[src/rtl/plot_scheduler.sv]
// Three-requester rectangle fill scheduler: round-robin arbitration, then a
// row-major pixel scan to a VGA adapter with clipping to the visible area.
module plot_scheduler #(
  parameter int unsigned XW   = 8,
  parameter int unsigned YW   = 7,
  parameter int unsigned CW   = 3,
  parameter int unsigned XMAX = 160,
  parameter int unsigned YMAX = 120
) (
  input  logic              clk,
  input  logic              reset,
  input  logic [2:0]        req_valid,
  output logic [2:0]        req_ready,
  input  logic [3*XW-1:0]   req_x,
  input  logic [3*YW-1:0]   req_y,
  input  logic [11:0]       req_w,
  input  logic [11:0]       req_h,
  input  logic [3*CW-1:0]   req_color,
  output logic [2:0]        done,
  output logic [XW-1:0]     x,
  output logic [YW-1:0]     y,
  output logic [CW-1:0]     color,
  output logic              plot,
  output logic              busy
);

  localparam int unsigned SXW = XW + 1;
  localparam int unsigned SYW = YW + 1;
  localparam int unsigned DW  = 4;

  typedef enum logic [1:0] {ST_IDLE, ST_DRAW, ST_DONE} state_t;

  state_t          state_q, state_d;
  logic [1:0]      ptr_q, ptr_d;
  logic [1:0]      gnt_q, gnt_d;
  logic [XW-1:0]   x0_q, x0_d;
  logic [YW-1:0]   y0_q, y0_d;
  logic [DW-1:0]   w_q, w_d;
  logic [DW-1:0]   h_q, h_d;
  logic [CW-1:0]   col_q, col_d;
  logic [DW-1:0]   cx_q, cx_d;
  logic [DW-1:0]   cy_q, cy_d;
  logic [2:0]      ready_q, ready_d;
  logic [2:0]      done_q, done_d;
  logic [XW-1:0]   x_q, x_d;
  logic [YW-1:0]   y_q, y_d;
  logic [CW-1:0]   color_q, color_d;
  logic            plot_q, plot_d;
  logic            busy_q, busy_d;

  logic [1:0]      gnt_c;
  logic            gnt_ok_c;
  logic [SXW-1:0]  sum_x_c;
  logic [SYW-1:0]  sum_y_c;
  logic [DW-1:0]   sel_w_c;
  logic [DW-1:0]   sel_h_c;

  assign sum_x_c = SXW'(x0_q) + SXW'(cx_q);
  assign sum_y_c = SYW'(y0_q) + SYW'(cy_q);
  assign sel_w_c = req_w[32'(gnt_c)*DW +: DW];
  assign sel_h_c = req_h[32'(gnt_c)*DW +: DW];

  // Round-robin pick: first valid requester at or after ptr, wrapping 2->0.
  always_comb begin
    gnt_ok_c = |req_valid;
    gnt_c    = 2'd0;
    case (ptr_q)
      2'd1:    gnt_c = req_valid[1] ? 2'd1 : (req_valid[2] ? 2'd2 : 2'd0);
      2'd2:    gnt_c = req_valid[2] ? 2'd2 : (req_valid[0] ? 2'd0 : 2'd1);
      default: gnt_c = req_valid[0] ? 2'd0 : (req_valid[1] ? 2'd1 : 2'd2);
    endcase
  end

  // Next-state and registered-output logic.
  always_comb begin
    state_d = state_q;
    ptr_d   = ptr_q;
    gnt_d   = gnt_q;
    x0_d    = x0_q;
    y0_d    = y0_q;
    w_d     = w_q;
    h_d     = h_q;
    col_d   = col_q;
    cx_d    = cx_q;
    cy_d    = cy_q;
    ready_d = 3'b000;
    done_d  = 3'b000;
    plot_d  = 1'b0;
    x_d     = x_q;
    y_d     = y_q;
    color_d = color_q;
    case (state_q)
      ST_IDLE: begin
        if (gnt_ok_c) begin
          ready_d = 3'b001 << gnt_c;
          gnt_d   = gnt_c;
          x0_d    = req_x[32'(gnt_c)*XW +: XW];
          y0_d    = req_y[32'(gnt_c)*YW +: YW];
          col_d   = req_color[32'(gnt_c)*CW +: CW];
          w_d     = sel_w_c;
          h_d     = sel_h_c;
          cx_d    = '0;
          cy_d    = '0;
          state_d = (sel_w_c != '0 && sel_h_c != '0) ? ST_DRAW : ST_DONE;
        end
      end
      ST_DRAW: begin
        // Clipped pixels still take their cycle, only the write enable drops.
        plot_d  = (sum_x_c < SXW'(XMAX)) && (sum_y_c < SYW'(YMAX));
        x_d     = sum_x_c[XW-1:0];
        y_d     = sum_y_c[YW-1:0];
        color_d = col_q;
        if (cx_q == w_q - 4'd1) begin
          cx_d = '0;
          if (cy_q == h_q - 4'd1) begin
            state_d = ST_DONE;
          end else begin
            cy_d = cy_q + 4'd1;
          end
        end else begin
          cx_d = cx_q + 4'd1;
        end
      end
      ST_DONE: begin
        done_d  = 3'b001 << gnt_q;
        ptr_d   = (gnt_q == 2'd2) ? 2'd0 : gnt_q + 2'd1;
        state_d = ST_IDLE;
      end
      default: state_d = ST_IDLE;
    endcase
    busy_d = (state_d != ST_IDLE);
  end

  always_ff @(posedge clk) begin
    if (reset) begin
      state_q <= ST_IDLE;
      ptr_q   <= '0;
      gnt_q   <= '0;
      x0_q    <= '0;
      y0_q    <= '0;
      w_q     <= '0;
      h_q     <= '0;
      col_q   <= '0;
      cx_q    <= '0;
      cy_q    <= '0;
      ready_q <= '0;
      done_q  <= '0;
      x_q     <= '0;
      y_q     <= '0;
      color_q <= '0;
      plot_q  <= 1'b0;
      busy_q  <= 1'b0;
    end else begin
      state_q <= state_d;
      ptr_q   <= ptr_d;
      gnt_q   <= gnt_d;
      x0_q    <= x0_d;
      y0_q    <= y0_d;
      w_q     <= w_d;
      h_q     <= h_d;
      col_q   <= col_d;
      cx_q    <= cx_d;
      cy_q    <= cy_d;
      ready_q <= ready_d;
      done_q  <= done_d;
      x_q     <= x_d;
      y_q     <= y_d;
      color_q <= color_d;
      plot_q  <= plot_d;
      busy_q  <= busy_d;
    end
  end

  assign req_ready = ready_q;
  assign done      = done_q;
  assign x         = x_q;
  assign y         = y_q;
  assign color     = color_q;
  assign plot      = plot_q;
  assign busy      = busy_q;

endmodule

[config.mk]
export PLATFORM = sky130hd
export DESIGN_NAME = plot_scheduler
export DESIGN_NICKNAME = d
export VERILOG_FILES = /design/src/rtl/plot_scheduler.sv
export SDC_FILE = /design/constraint.sdc
export NUM_CORES = 1
export LEC_CHECK = 0
export ABC_AREA = 1
export CAP_MARGIN = 20
export CELL_PAD_IN_SITES_DETAIL_PLACEMENT = 1
export CELL_PAD_IN_SITES_GLOBAL_PLACEMENT = 2
export CORE_MARGIN = 1.5
export CORE_UTILIZATION = 26
export DETAILED_ROUTE_END_ITERATION = 12
export GPL_TIMING_DRIVEN = 0
export PLACE_DENSITY = 0.81
export SYNTH_ARGS = -nofsm -noshare
export SYNTH_HDL_FRONTEND = slang
export SYNTH_SLANG_ARGS = --single-unit
[constraint.sdc]
create_clock -name clk -period 2.3 [get_ports clk]
set_clock_uncertainty 0.05 [all_clocks]
set_input_delay 0.23 -clock clk [delete_from_list [all_inputs] [get_ports clk]]
set_output_delay 0.23 -clock clk [all_outputs]
set_load 0.02 [all_outputs]
==> impl_metrics.env, run 1 <==
export IMPL_regToRegSetupSlack_ns=0.23
export IMPL_synth_top_area_frac=0.359
export IMPL_synth_avg_cell_area_sq_um=7.10
export IMPL_cp_start_kind="flip-flop"
export IMPL_synth_nets=618
export IMPL_ys_ff_latch=66
export IMPL_r2r_start="cx_q[2]"
export IMPL_drtPass1Iterations=4
export IMPL_gp_congestion=0.779
export IMPL_vias=3862
export IMPL_start_util=0.265
export IMPL_design_core_area_sq_um=13900
export IMPL_area_growth_pct=44.3
export IMPL_holdBufCountCts=0
export IMPL_cts_buffer_depth=2
export IMPL_synth_area_sq_um=3680
export IMPL_whs_endpoint="done[2]"
export IMPL_report_final_slew_viol_count=0
export IMPL_cts_setup_buffers=0
export IMPL_worstSkewPairLatency_ns=0.34
export IMPL_cts_made_buffers=9
export IMPL_syn_inst=519
export IMPL_rr_endpoint="plot"
export IMPL_synth_yosys_warnings=0
export IMPL_grt_max_degree=13
export IMPL_cts_root_buf="clkbuf_16"
export IMPL_drc=0
export IMPL_worstRegToRegCells=10
export IMPL_critical_path_max_fanout=5
export IMPL_rows=43
export IMPL_grt_overflow=0
export IMPL_drt_iter0_drc=118
export IMPL_leakagePower_nw=2.20
export IMPL_endpoint_kind="flip-flop"
export IMPL_worstPathArrival_ns=2.25
export IMPL_diodes=0
export IMPL_whs_path_depth=1
export IMPL_post_route_util=0.383
export IMPL_hp_class="reg2reg"
export IMPL_die_w_um=122
export IMPL_maxSlewHeadroom=0.616
export IMPL_vdd_ir_drop_max_v=0.000383
export IMPL_final_hold_viol_count=0
export IMPL_min_from="gnt_q[0]"
export IMPL_clock_fmax_mhz=483
export IMPL_finalPower_mw=4.03
export IMPL_wire_per_inst_um=15.0
export IMPL_critPathKind="reg2reg"
export IMPL_final_common_cell="clkdlybuf4s50_1"
export IMPL_grt_pass1_vias=4152
export IMPL_worst_pin_slew_ns=0.573
export IMPL_rsz0062_at_grt="false"
export IMPL_p_per_area_nw_per_um2=758
export IMPL_track_usage=0.173
export IMPL_final_layout_size_suffix_gt1_frac=0.0793
export IMPL_startpoint="cx_q[2]"
export IMPL_setup_tns_final_ns=0
export IMPL_max_cap_violations=0
export IMPL_grt_antenna_before_repair=0
export IMPL_wl_mm=12.3
export IMPL_grt_pass1_wl_mm=19.9
export IMPL_hpwl_mm=9.96
export IMPL_tritoncts="yes"
export IMPL_via_per_inst=4.69
export IMPL_yosysSeqAreaShare=0.359
export IMPL_synth_top_area_cell="dfxtp_1"
export IMPL_cts_sinks=66
export IMPL_layout_common_cells="clkdlybuf4s50_1 (108), nand2_1 (79), nor2_1 (77)"
export IMPL_timing_final_crit_share=0.901
export IMPL_setup_viol=0
export IMPL_clk_pin_slew_worst_paths_ns=0.06
export IMPL_outcome="finished clean"
export IMPL_synth_area_leaders="dfxtp_1 (36%), o21ai_0 (8.6%), nand2_1 (8.1%)"
export IMPL_synth_cell_type_count=35
export IMPL_cts_htree_levels=3
export IMPL_die_y_um=122
export IMPL_final_nets=737
export IMPL_drtAntennaViolNets=0
export IMPL_ios=109
export IMPL_placement_io_buffers=108
export IMPL_cp_data_required_time_ns=2.47
export IMPL_die_area_sq_um=14900
export IMPL_fin_crit_ns=2.07
-- report_power, final --
group	leakage, nW	internal, mW	total [mW]	switching, mW
Combinational	1.50	0.495	1.14	0.641
Sequential	0.544	1.30	1.41	0.109
Clock	0.151	0.946	1.49	0.541
-- synthesized netlist by cell type --
cell,n
nand3_1,47
nand2_2,2
clkbuf_1,12
a21oi_2,1
inv_1,49
nor2_2,1
or2_2,2
nand3_2,4
o211ai_1,2
nand2_1,79
o22ai_1,4
buf_4,4
nor3_1,5
nand4_1,3
clkinv_1,1
a21boi_0,1
a21oi_1,19
dfxtp_1,66
nor2_1,77
fa_1,2
inv_2,4
xnor2_1,12
o21ai_0,63
o21ai_4,1
buf_6,3
xor2_1,11
nand3b_1,2
buf_2,5
a31oi_1,18
ha_1,14
nand3_4,1
nor3_4,1
or2_1,1
nand2_4,1
nor2_4,1
-- critical path, cell delays in order, from the launching register on --
cell,delay (ns)
dfxtp_1,0.38
ha_1,0.38
nand3_1,0.09
nand2_1,0.11
nand2_1,0.06
a21boi_0,0.25
nand3_1,0.14
xnor2_1,0.28
nand2_1,0.09
nand2_1,0.07
nor2_1,0.04
-- sequential cells by signal, indices dropped and copies added, names as in the netlist --
register,count
state_q,2
busy,1
h_q,4
y0_q,7
ptr_q,2
x,8
gnt_q,2
cx_q,4
done,3
plot,1
color,3
y,7
w_q,4
cy_q,4
x0_q,8
req_ready,3
col_q,3
-- kinds of logic (layout without fill, tap and decap cells) --
group           count (synthesis)  count (layout)  share of synthesized area
simple gates                  227             227                      0.275
compound gates                109             109                      0.162
buf+inv                        78             202                     0.0914
flops                          66              66                      0.359
xor+xnor                       23              23                     0.0547
fa+ha+maj                      16              16                     0.0584
-- stage by stage --
step | instance area (sq um) | instances | setup WS, ns | hold WS (ns)
final | 5320 | 823 | 0.228 | 0.395
after global routing | 5320 | 823 | 0.0461 | 0.425
after CTS | 5310 | 823 | 0.0567 | 0.399
after detailed placement | 4990 | 807 | 0.0330 | 0.391
after global placement | 4990 | 807 | 0.0535 | 0.384
after floorplan | 3680 | 519 | 0.405 | 0.340
-- per-layer routing --
metal	vias to the layer above	global-route usage	wire length, um
li1	1950	-	-
met1	1838	0.200	5380
met2	62	0.329	6470
met3	12	0.0229	322
met4	0	0.0500	168
met5	-	0	0
-- what timing repair did --
action / in CTS / in global routing
endpoints found under the setup margin: 0 / 22
hold endpoints to repair: 0 / 0
resized for setup: 0 / 7
-- layout make-up --
cell class                      count  area, sq um
Multi-Input combinational cell    375         2030
Timing Repair Buffer              108         1080
Inverter                           54          203
Buffer                             24          136
Sequential cell                    66         1320
Fill cell                        1754         8570
Clock inverter                      7         93.8
Tap cell                          180          225
Clock buffer                        9          225
-- worst max path at each step --
stage	slack, ns	end	cells after the start
2_1_floorplan	0.40	y[6]	10
3_3_place_gp	0.05	req_ready[0]	8
3_5_place_dp	0.03	h_q[3]	9
4_1_cts	0.06	y0_q[2]	10
5_1_grt	0.05	plot	10
6_report	0.23	plot	10
Note: power is estimated with default switching activity, not from simulation.
==> inputs of run 2 (changes only) <==
- SLEW_MARGIN: unset -> 20
==> results of run 2 <==
No change in the layout: final DEF, timing and power equal those of run 1.
==> inputs of run 3 (changes only) <==
- CORE_MARGIN: 1.5 -> unset
==> impl_metrics.env, run 3 (synthesized netlist as in run 1, its figures left out) <==
export IMPL_p_int_mw=2.74
export IMPL_layout_setup_ws_ns=0.227
export IMPL_top_layer="met4"
export IMPL_area_growth_pct=44.5
export IMPL_drt_iter0_drc=117
export IMPL_die_w_um=121
export IMPL_final_nets=737
export IMPL_drtAntennaViolNets=0
export IMPL_r2r_start="cx_q[2]"
export IMPL_crit_top_cell="nand2_1"
export IMPL_holdBufCountCts=0
export IMPL_violations="design-rule violations"
export IMPL_min_from="gnt_q[0]"
export IMPL_wl_met2_mm=6.50
export IMPL_cts_setup_buffers=0
export IMPL_cp_top_family="simple AND/OR/NAND/NOR gates"
export IMPL_tritoncts="yes"
export IMPL_via_per_inst=4.66
export IMPL_num_fill_cells=1746
export IMPL_max_cap_violations=0
export IMPL_fin_crit_ns=2.07
export IMPL_worstPathArrival_ns=2.25
export IMPL_report_final_slew_viol_count=0
export IMPL_design_core_area_sq_um=13800
export IMPL_startpoint="cx_q[2]"
export IMPL_critical_path_max_fanout=5
export IMPL_regToRegSetupSlack_ns=0.23
export IMPL_cp_data_required_time_ns=2.48
export IMPL_final_hold_viol_count=0
export IMPL_cts_resized=0
export IMPL_worstSkewPairLatency_ns=0.34
export IMPL_cts_made_buffers=9
export IMPL_hp_class="reg2reg"
export IMPL_design_area_sq_um=5320
export IMPL_diodes=0
export IMPL_wl_mm=12.4
export IMPL_critPathKind="reg2reg"
export IMPL_clk_pin_slew_worst_paths_ns=0.06
export IMPL_rows=43
export IMPL_path_cells="ha_1, nand3_1, nand2_1, nand2_1, a21boi_0, nand3_1, xnor2_1, nand2_1, nand2_1, nor2_1"
export IMPL_p_comb_frac=0.282
export IMPL_switching_power_mw=1.28
export IMPL_wire_per_inst_um=15.1
export IMPL_outcome="finished, violations left"
export IMPL_timing_final_crit_share=0.901
export IMPL_start_util=0.266
export IMPL_die_area_sq_um=14600
export IMPL_layout_common_cells="clkdlybuf4s50_1 (108), nand2_1 (79), nor2_1 (77)"
export IMPL_cts_sinks=66
export IMPL_rsz0062_at_grt="false"
export IMPL_crit_buf_inv=0
export IMPL_endpoint_kind="flip-flop"
export IMPL_cts_root_buf="clkbuf_16"
export IMPL_grt_pass1_wl_mm=20.2
export IMPL_cts_buffer_depth=2
export IMPL_seqPwrFrac=0.350
export IMPL_p_per_area_nw_per_um2=755
export IMPL_final_layout_size_suffix_gt1_frac=0.0778
export IMPL_clock_fmax_mhz=482
export IMPL_grt_max_degree=13
export IMPL_worst_pin_slew_ns=0.568
export IMPL_cts_htree_levels=3
export IMPL_die_y_um=121
export IMPL_leakagePower_nw=2.20
export IMPL_maxSlewHeadroom=0.620
export IMPL_dpl_worst_slack_ns=0.00303
export IMPL_drtPass1Iterations=8
export IMPL_gp_congestion=0.832
export IMPL_p_sw_frac=0.319
export IMPL_setup_viol=0
export IMPL_drc=2
export IMPL_placement_io_buffers=108
export IMPL_wl_met3_um=340
export IMPL_cp_start_kind="flip-flop"
export IMPL_final_common_cell="clkdlybuf4s50_1"
export IMPL_ios=109
export IMPL_wl_met1_mm=5.34
export IMPL_clkPwrFrac=0.368
export IMPL_grt_overflow=0
export IMPL_grt_antenna_before_repair=0
export IMPL_slowest_delay_ns=0.39
export IMPL_grt_pass1_vias=4084
export IMPL_hpwl_mm=10.0
export IMPL_dpl_instance_area_sq_um=4990
export IMPL_vdd_ir_drop_max_v=0.000342
export IMPL_vias=3837
export IMPL_track_usage=0.180
export IMPL_slowest_stage="ha_1"
export IMPL_setup_tns_final_ns=0
==> run 3: worst paths after layout <==
check / to / cells after the start
max: plot / 10
min: done[2] / 1
max reg2reg: plot / 10
min reg2reg: done[2] / 1
==> run 3: area by class of cell <==
type                       count  area [sq um]  share of cell area
clock inverter                 7          93.8              0.0176
sequential                    66          1320               0.248
inverter                      54           203              0.0381
timing repair buffer         108          1080               0.203
multi-input combinational    375          2040               0.383
tap                          180           225              0.0423
clock buffer                   9           225              0.0423
buffer                        24           136              0.0256
==> run 3: stage by stage <==
step	total power, mW	hold WS, ns	utilization	cells
after floorplan	2.07	0.340	-	519
final	4.02	0.395	0.385	823
after global routing	4.24	0.421	0.385	823
after global placement	2.54	0.385	0.361	807
after detailed placement	2.57	0.387	0.361	807
after CTS	4.06	0.395	0.384	823
==> run 3: worst reg2reg max path, delay by kind of cell (launching register included) <==
| family | cells | cell delay (ns) |
|---|---|---|
| AND/OR/NAND/NOR | 7 | 0.62 |
| AO/OA/AOI/OAI | 1 | 0.26 |
| XOR/XNOR | 1 | 0.26 |
| adder cells (fa/ha/maj) | 1 | 0.39 |
| flip-flops | 1 | 0.38 |
==> run 3: per-layer routing <==
layer  up-vias  GRT usage
met2        65      0.336
li1       1950          -
met1      1805      0.207
met3        17     0.0240
met5         -          0
met4         0     0.0633
==> run 3: power groups by stage <==
stage          Clock (mW)  Combinational [mW]  Sequential, mW
5_1_grt              1.55                1.26            1.42
6_report             1.48                1.13            1.41
3_5_place_dp            0                1.14            1.43
2_1_floorplan           0               0.603            1.47
3_3_place_gp            0                1.11            1.43
4_1_cts              1.50                1.15            1.41
==> RTL edit, RTL diff (flow settings as in run 1) <==
Take the reset off `cx_q` and load it in a clocked block of its own.
--- a/src/rtl/plot_scheduler.sv
+++ b/src/rtl/plot_scheduler.sv
@@ -143,3 +143,2 @@
       col_q   <= '0;
-      cx_q    <= '0;
       cy_q    <= '0;
@@ -161,3 +160,2 @@
       col_q   <= col_d;
-      cx_q    <= cx_d;
       cy_q    <= cy_d;
@@ -171,2 +169,6 @@
     end
+  end
+
+  always_ff @(posedge clk) begin
+    cx_q <= cx_d;
   end
Behaviour: same outputs for any inputs over 10 cycles, from zero or initial values and one cycle with reset high; that may be too few to reach the edited logic, so the function may still have changed.
==> RTL edit against run 1 <==
- setup slack lost 0.11 ns
- core utilization decreased by 0.086 points
- hold slack got worse by 0.0098 ns
- count of clock-buffer cells in the layout unchanged
- sequential cell count is the same
- highest routed layer unchanged
- synthesized cell count is 2.9% lower
- final area decreased by 0.61%
- critical path depth decreased by 2
- power is 12% higher
- synthesized area down 0.71%
- routed wire length decreased by 2.6%
- non-clock buffer count increased by 5
- largest power group is now combinational cells
==> RTL edit: results (changes against run 1) <==
metric	value	unit	change
outcome	finished, final reports clean		unchanged
Post-Place Cells	792		was 807
worst reg2reg path startpoint	cy_q[0]		was cx_q[2]
post-synth cell types	31		was 35
most frequent cell after synthesis	sky130_fd_sc_hd__nor2_1		was sky130_fd_sc_hd__nand2_1
number of enable flip-flop cells after synthesis	4		was 0
adder-cell share of the synthesized area	5.88	%	was 5.84%
via/cell ratio	4.69		about the same
fraction of the yosys area taken by sequential cells	37.2	%	was 35.9%
CP arrival	2.35	ns	was 2.25 ns
Post-synth top cells	79 x sky130_fd_sc_hd__nor2_1, 66 x sky130_fd_sc_hd__o21ai_0, 63 x sky130_fd_sc_hd__nand3_1		was 79 x sky130_fd_sc_hd__nand2_1, 77 x sky130_fd_sc_hd__nor2_1, 66 x sky130_fd_sc_hd__dfxtp_1
Final GP Congestion	0.807		was 0.779
overall global routing resource usage	17.1	%	was 17.3%
static leakage power	2.17	nW	was 2.20 nW
total half-perimeter wirelength after legalization and detailed placement	9810	µm	was 9960 µm
post-synthesis compound-gate area fraction	17.1	%	was 16.2%
average routed wire per standard cell	14.9	µm	was 15.0 µm
cell types occupying the most area after synthesis	sky130_fd_sc_hd__dfxtp_1 34%, sky130_fd_sc_hd__o21ai_0 9.0%, sky130_fd_sc_hd__nand3_1 8.6%, sky130_fd_sc_hd__nor2_1 8.1%, sky130_fd_sc_hd__inv_1 4.8%		was sky130_fd_sc_hd__dfxtp_1 36%, sky130_fd_sc_hd__o21ai_0 8.6%, sky130_fd_sc_hd__nand2_1 8.1%, sky130_fd_sc_hd__nor2_1 7.8%, sky130_fd_sc_hd__nand3_1 6.4%
filler-free cell count of the finished design	810		was 823
synthesized-area fraction occupied by xor and xnor cells	6.23	%	was 5.47%
first-iteration detailed-routing DRC count	96		was 118
Net count, final	724		was 737
total net switching power	1.61	mW	was 1.29 mW
worst slew margin relative to its limit	42.5	%	was 61.6%
largest vdd supply drop	475	µV	was 383 µV
RTL edit: cell type report:
cell class | count | area, µm²
plain buffers | 27 | 146
inverters | 49 | 184
fillers | 1716 | 8540
clock inverters | 7 | 68.8
multi-input cells | 362 | 1980
clock buffers | 9 | 225
repair buffers | 110 | 1100
flip-flops and latches | 66 | 1360
well taps | 180 | 225
RTL edit: worst paths after layout:
kind                            endpoint  slack (ns)  cells after the start
worst max-delay path                plot        0.12                      8
worst min-delay path             done[2]        0.38                      1
worst max register to register      plot        0.12                      8
worst min register to register   done[2]        0.38                      1
RTL edit: logic make-up (layout without fill, tap and decap cells):
family | after synthesis | in the layout
simple gates | 206 | 206
compound gates | 114 | 114
buf+inv | 76 | 202
flops | 66 | 66
xor+xnor | 26 | 26
fa+ha+maj | 16 | 16
RTL edit: per-stage QoR:
step	area, µm²	worst slack, ns
after CTS	5260	0.0335
after detailed placement	4960	0.0448
after global placement	4960	0.0882
final	5280	0.123
after floorplan	3660	0.427
after global routing	5280	-0.00128
RTL edit: what timing repair did:
action,in CTS,in global routing
endpoints found under the setup margin,0,16
resized for setup,0,9
setup buffers,0,2
RTL edit: critical path: stages, from the launching register on:
cell                       delay (ns)
sky130_fd_sc_hd__dfxtp_1         0.40
sky130_fd_sc_hd__ha_1            0.21
sky130_fd_sc_hd__inv_1           0.05
sky130_fd_sc_hd__fa_1            0.39
sky130_fd_sc_hd__o21ai_0         0.37
sky130_fd_sc_hd__xor2_1          0.16
sky130_fd_sc_hd__nand3b_1        0.20
sky130_fd_sc_hd__o21ai_0         0.17
sky130_fd_sc_hd__nor2_1          0.07
RTL edit: power by group through the flow:
| stage | clock network [mW] | registers [mW] | logic [mW] |
|---|---|---|---|
| after global routing | 1.43 | 1.60 | 1.81 |
| after CTS | 1.38 | 1.57 | 1.60 |
| final | 1.35 | 1.57 | 1.60 |
| after global placement | 0 | 1.59 | 1.54 |
| after detailed placement | 0 | 1.60 | 1.59 |
| after floorplan | 0 | 1.63 | 0.895 |
RTL edit: metal layers:
metal | share of wire (%) | global-route usage, % | routed length, µm
met4 | 1.2 | 4.71 | 147
met5 | 0 | 0 | 0
met3 | 5.4 | 4.35 | 652
met2 | 49 | 30.3 | 5860
met1 | 45 | 20.5 | 5370
